$ cat config.mk
export PLATFORM = sky130hd
export DESIGN_NAME = store_buffer
export DESIGN_NICKNAME = d
export VERILOG_FILES = /design/src/rtl/sb_pkg.sv /design/src/rtl/sb_fifo.sv /design/src/rtl/store_buffer.sv
export SDC_FILE = /design/constraint.sdc
export NUM_CORES = 1
export LEC_CHECK = 0
export BUFFER_PORTS_ARGS = -buffer_cell sky130_fd_sc_hd__buf_2
export CAP_MARGIN = 20
export CORE_AREA = 2 2 148 150
export DETAILED_ROUTE_END_ITERATION = 7
export DIE_AREA = 0 0 150 152
export PLACE_DENSITY = 0.76
export SLEW_MARGIN = 40
export SYNTH_ARGS = -nofsm -noshare
export SYNTH_HDL_FRONTEND = slang
export SYNTH_SLANG_ARGS = --single-unit
$ cat constraint.sdc
create_clock -name clk -period 3.5 [get_ports clk]
set_input_delay 0.525 -clock clk [delete_from_list [all_inputs] [get_ports clk]]
set_output_delay 0.525 -clock clk [all_outputs]
set_load 0.02 [all_outputs]
$ cat src/rtl/sb_pkg.sv
// Store buffer shared constants: memory
// commands and control FSM states.
package sb_pkg;

  localparam logic [1:0] MEM_NONE  = 2'b00;
  localparam logic [1:0] MEM_WRITE = 2'b01;
  localparam logic [1:0] MEM_READ  = 2'b10;

  typedef enum logic {
    RUN   = 1'b0,
    FENCE = 1'b1
  } sb_state_e;

endpackage

$ cat src/rtl/sb_fifo.sv
// Store buffer FIFO: entry storage, head/tail
// pointers and occupancy count.
module sb_fifo
  import sb_pkg::*;
#(
  parameter  int DEPTH = 4,
  parameter  int AW    = 12,
  localparam int PW    = $clog2(DEPTH)
) (
  input  logic                       clk,
  input  logic                       rst_n,
  input  logic                       push,
  input  logic [AW-1:0]              push_addr,
  input  logic [31:0]                push_data,
  input  logic                       pop,
  output logic [PW-1:0]              head,
  output logic [PW:0]                count,
  output logic [DEPTH-1:0][AW-1:0]   ent_addr,
  output logic [DEPTH-1:0][31:0]     ent_data
);

  logic [PW-1:0] tail;

  // Power-of-two depth lets pointers wrap
  // naturally on overflow.
  always_ff @(posedge clk or negedge rst_n) begin
    if (!rst_n) begin
      head     <= '0;
      tail     <= '0;
      count    <= '0;
      ent_addr <= '0;
      ent_data <= '0;
    end else begin
      if (push) begin
        ent_addr[tail] <= push_addr;
        ent_data[tail] <= push_data;
        tail           <= tail + PW'(1);
      end
      if (pop) begin
        head <= head + PW'(1);
      end
      count <= count
             + (PW+1)'(push)
             - (PW+1)'(pop);
    end
  end

endmodule

$ cat src/rtl/store_buffer.sv
// Store buffer: hit compare, memory port arbitration
// and fence FSM. Define STORE_BUFFER_FWD_EN to forward.
module store_buffer
  import sb_pkg::*;
#(
  parameter int DEPTH = 4,
  parameter int AW    = 12
) (
  input  logic        clk,
  input  logic        rst_n,
  input  logic [1:0]  cpu_mem_inst,
  input  logic [31:0] cpu_addr,
  input  logic [31:0] cpu_wdata,
  input  logic        cpu_fence,
  output logic        cpu_stall,
  output logic [31:0] cpu_rdata,
  output logic [1:0]  mem_inst,
  output logic [31:0] mem_addr,
  output logic [31:0] mem_data_in,
  input  logic [31:0] mem_data_out
);

  localparam int PW = $clog2(DEPTH);

  logic [AW-1:0]            addr_w;
  logic                     unused_addr;
  logic                     push;
  logic                     pop;
  logic [PW-1:0]            head;
  logic [PW:0]              count;
  logic [DEPTH-1:0][AW-1:0] ent_addr;
  logic [DEPTH-1:0][31:0]   ent_data;
  logic                     full;
  logic                     empty;
  logic                     is_st;
  logic                     is_ld;
  logic                     hit;
  logic [PW-1:0]            idx;
  logic                     stall;
  logic                     rd_mem;
  logic [31:0]              rdata;
  sb_state_e                state;
  sb_state_e                nxt;
`ifdef STORE_BUFFER_FWD_EN
  logic [31:0]              fwd_data;
`endif

  assign addr_w      = cpu_addr[AW-1:0];
  assign unused_addr = ^cpu_addr[31:AW];
  assign full        = count == (PW+1)'(DEPTH);
  assign empty       = count == '0;

  sb_fifo #(
    .DEPTH (DEPTH),
    .AW    (AW)
  ) u_fifo (
    .clk       (clk),
    .rst_n     (rst_n),
    .push      (push),
    .push_addr (addr_w),
    .push_data (cpu_wdata),
    .pop       (pop),
    .head      (head),
    .count     (count),
    .ent_addr  (ent_addr),
    .ent_data  (ent_data)
  );

  always_comb begin
    is_st = 1'b0;
    is_ld = 1'b0;
    unique case (cpu_mem_inst)
      MEM_WRITE: is_st = 1'b1;
      MEM_READ:  is_ld = 1'b1;
      default:   ;
    endcase
  end

  // Walk oldest to youngest so the last match wins.
  always_comb begin
    hit = 1'b0;
    idx = '0;
`ifdef STORE_BUFFER_FWD_EN
    fwd_data = '0;
`endif
    for (int k = 0; k < DEPTH; k++) begin
      idx = head + PW'(k);
      if ((PW+1)'(k) < count &&
          ent_addr[idx] == addr_w) begin
        hit = 1'b1;
`ifdef STORE_BUFFER_FWD_EN
        fwd_data = ent_data[idx];
`endif
      end
    end
  end

  always_comb begin
    stall  = 1'b0;
    push   = 1'b0;
    pop    = 1'b0;
    rd_mem = 1'b0;
    rdata  = '0;
    nxt    = state;
    if (state == FENCE) begin
      stall = 1'b1;
      pop   = !empty;
      if (count == (PW+1)'(1)) nxt = RUN;
    end else if (cpu_fence && !empty) begin
      stall = 1'b1;
      pop   = 1'b1;
      if (count != (PW+1)'(1)) nxt = FENCE;
    end else if (is_ld && hit) begin
`ifdef STORE_BUFFER_FWD_EN
      rdata = fwd_data;
`else
      stall = 1'b1;
`endif
      pop = 1'b1;
    end else if (is_ld) begin
      rd_mem = 1'b1;
      rdata  = mem_data_out;
    end else if (is_st && full) begin
      stall = 1'b1;
      pop   = 1'b1;
    end else begin
      push = is_st;
      pop  = !empty;
    end
  end

  always_ff @(posedge clk or negedge rst_n) begin
    if (!rst_n) state <= RUN;
    else        state <= nxt;
  end

  // Reset gates every output so nothing leaks
  // to memory while rst_n is low.
  always_comb begin
    cpu_stall   = 1'b0;
    cpu_rdata   = '0;
    mem_inst    = MEM_NONE;
    mem_addr    = '0;
    mem_data_in = '0;
    if (rst_n) begin
      cpu_stall = stall;
      cpu_rdata = rdata;
      if (rd_mem) begin
        mem_inst = MEM_READ;
        mem_addr = 32'(addr_w);
      end else if (pop) begin
        mem_inst    = MEM_WRITE;
        mem_addr    = 32'(ent_addr[head]);
        mem_data_in = ent_data[head];
      end
    end
  end

endmodule

==> impl_metrics.tcl <==
set metrics [dict create \
    status "finished, violations left" \
    violations "setup timing" \
    hpwlAfterDp_um 16900 \
    final.setup.tns_ns -42.38 \
    ys_ff_latch 184 \
    power_per_cell_area_nw_per_um2 781 \
    crit_chain "buf_4 > mux4_2 > xor2_1 > a2111oi_2 > buf_4 > o2111ai_1 > o22a_4 > and4_4 > clkbuf_16 > nor3_1 > buf_2" \
    power.static_leakage_nw 6.53 \
    setup_slack_ns -0.614 \
    syn_inst 867 \
    synth_ff_type "dfrtp_1" \
    multiInputGateArea_um2 6010 \
    syn_area_um2 10600 \
    clockRootBuffer "clkbuf_16" \
    gp_congestion 0.861 \
    ir_worst_vdd_mv 0.423 \
    clk_pin_slew_ns 0.07 \
    synth_top_area_share_pct 43.4 \
    rsz0062_at_grt "true" \
    synth.most_common_cell "dfrtp_1" \
    synth_seq_area_share_pct 43.4 \
    drc 0 \
    synthToLayoutAreaGrowth_pct 30.0 \
    clkLatencyLatePin_ns 0.44 \
    cts.sinks 184 \
    slowest_stage "dfrtp_4" \
    crit_type "register to output port" \
    hold_path.class "primary input to register" \
    fin_skew_ns 0.0107 \
    avgRoutedWirePerCell_um 19.9 \
    portBuffers 159 \
    fp.dieH_um 152 \
    fmax_mhz 243 \
    grt_overflow_total 0 \
    setup_viol 81 \
    period_needed_ns 4.11 \
    seq_area_um2 4610 \
    start_kind "register" \
    start_util_pct 49.7 \
    end_kind "output port" \
    clock_tree.buffer_depth 2 \
    core-area_um2 21400 \
    vias 7817 \
    final-max-slew-violation-count 0 \
    avgSynthCellArea_um2 12.2 \
    cts_tree "built" \
    worst_slew_pin_slew_ns 0.733 \
    io_pins 200 \
    finalCritPeriodShare_pct 118 \
    chipWidth_um 150 \
    crit_required_ns 2.97 \
    ys_types 49 \
    synth_area_leader_cell "dfrtp_1" \
    worstPathMaxFanout 5 \
    hold_slack_ns 0.361 \
    cpMostUsedCell "buf_4" \
    die-area_um2 22800 \
    drt-initial-drc-count 440 \
    hold_viol 0 \
    grt_pass1_vias 7694 \
    antenna_found_initial 1 \
    grt_max_degree 69 \
    row_count 54 \
    cts_buffers 17 \
    synth_commonest_cells "184 x dfrtp_1, 175 x mux2_2, 82 x nand2_1" \
    layout.nets 1185 \
    ant_nets 0 \
    cp.arrival_ns 3.59 \
    synth.area.top_cells "dfrtp_1 43%, mux2_2 19%, mux4_2 10%" \
    post-route-util_pct 64.6 \
    final_cell_area_um2 13800 \
    slew_headroom_pct 51.1 \
    fillers 1537 \
    postRouteWirelength_um 27300 \
    synthArstFlopShare_pct 100 \
    grt_pass1_wl_um 40800 \
    h-tree-depth 4 \
    grt_usage_pct 22.9 \
    drive_gt1_share_pct 55.6 \
    synth_edf_count 0 \
    placed_cell_area_um2 12100 \
    p_total_w 0.0108 \
    yosysWarnings 0 \
    slowest_delay_ns 0.50 \
    via_per_inst 5.71 \
    dr.pass1.iters 5 \
    max_cap_violations 0 \
]
-- power breakdown --
| group | switching (W) | leakage (nW) | internal [W] |
|---|---|---|---|
| clock network | 0.000912 | 0.292 | 0.00108 |
| registers | 0.000523 | 2.42 | 0.00295 |
| logic | 0.00244 | 3.82 | 0.00285 |
-- layout make-up --
| cell class | count | area share [%] |
|---|---|---|
| antenna | 1 | 0.0182 |
| tap | 280 | 2.54 |
| multi-input combinational | 603 | 43.6 |
| timing repair buffer | 261 | 15.7 |
| clock inverter | 15 | 1.33 |
| clock buffer | 17 | 3.09 |
| inverter | 9 | 0.245 |
| sequential | 184 | 33.5 |
-- cell families (layout without fill, tap and decap cells) --
group,after synthesis,in the layout,synth area share [%]
XOR/XNOR,52,52,4.30
other,1,21,0.0354
buffers and inverters,102,302,4.89
multiplexers,286,286,34.8
adder cells (fa/ha/maj),8,8,1.01
AND/OR/NAND/NOR,203,206,9.56
AO/OA/AOI/OAI,31,31,2.01
flip-flops,184,184,43.4
-- registers in the layout, summed over array words and instances (netlist names) --
signal,count
u_fifo.head,2
u_fifo.ent_data,128
state,1
u_fifo.ent_addr,48
u_fifo.count,3
u_fifo.tail,2
-- critical path, delay by kind of cell, from the launching register on --
kind	cells	cell delay, ns
AO/OA/AOI/OAI	3	0.83
XOR/XNOR	1	0.19
buffers and inverters	4	0.70
flip-flops	1	0.50
multiplexers	1	0.45
AND/OR/NAND/NOR	2	0.46
-- cells in the final DEF, fill, tap and decap left out, drive strengths merged, types with 7 or more instances in the layout --
cell type  count
nor2           7
nand3          7
mux2i         62
clkbuf        20
mux4          48
xnor2         38
xor2          14
nor3          41
conb          20
inv           16
nor4           9
and3          32
nand2         82
dfrtp        184
nand2b         8
ha             7
buf          257
o21ai          9
mux2         176
-- final timing paths --
path                                           start              endpoint  slack (ns)  cells after the start
min in group asynchronous                      rst_n    u_fifo.ent_addr[6]        0.55                      2
worst max-delay path                  u_fifo.head[0]        mem_data_in[7]       -0.61                     11
worst max register to register        u_fifo.head[0]       u_fifo.count[1]       -0.33                     15
worst min register to register  u_fifo.ent_data[111]  u_fifo.ent_data[111]        0.50                      1
max in group asynchronous                      rst_n   u_fifo.ent_addr[43]        2.17                      3
worst min-delay path                   cpu_wdata[15]  u_fifo.ent_data[111]        0.36                      2
-- through the flow --
stage / setup slack, ns / std cells
after floorplan: -0.0515 / 886
after global placement: -0.240 / 1312
after detailed placement: -0.353 / 1312
after CTS: -0.578 / 1360
after global routing: -0.721 / 1369
final: -0.614 / 1370
-- what timing repair did --
action / CTS / global route
endpoints found under the setup margin: 81 / 81
pin swaps: 16 / 33
hold endpoints to repair: 27 / 0
gates cloned: 3 / 6
hold buffers: 1 / 0
resized for setup: 69 / 146
setup buffers: 12 / 3
-- routing by layer --
metal | vias up | share of wire (%) | GRT usage [%]
met5 | - | 0 | 0
met4 | 0 | 2.1 | 6.38
li1 | 3524 | - | -
met1 | 3949 | 41 | 29.9
met2 | 300 | 50 | 38.9
met3 | 44 | 6.5 | 4.80
Power figures use the tool's default switching activity.
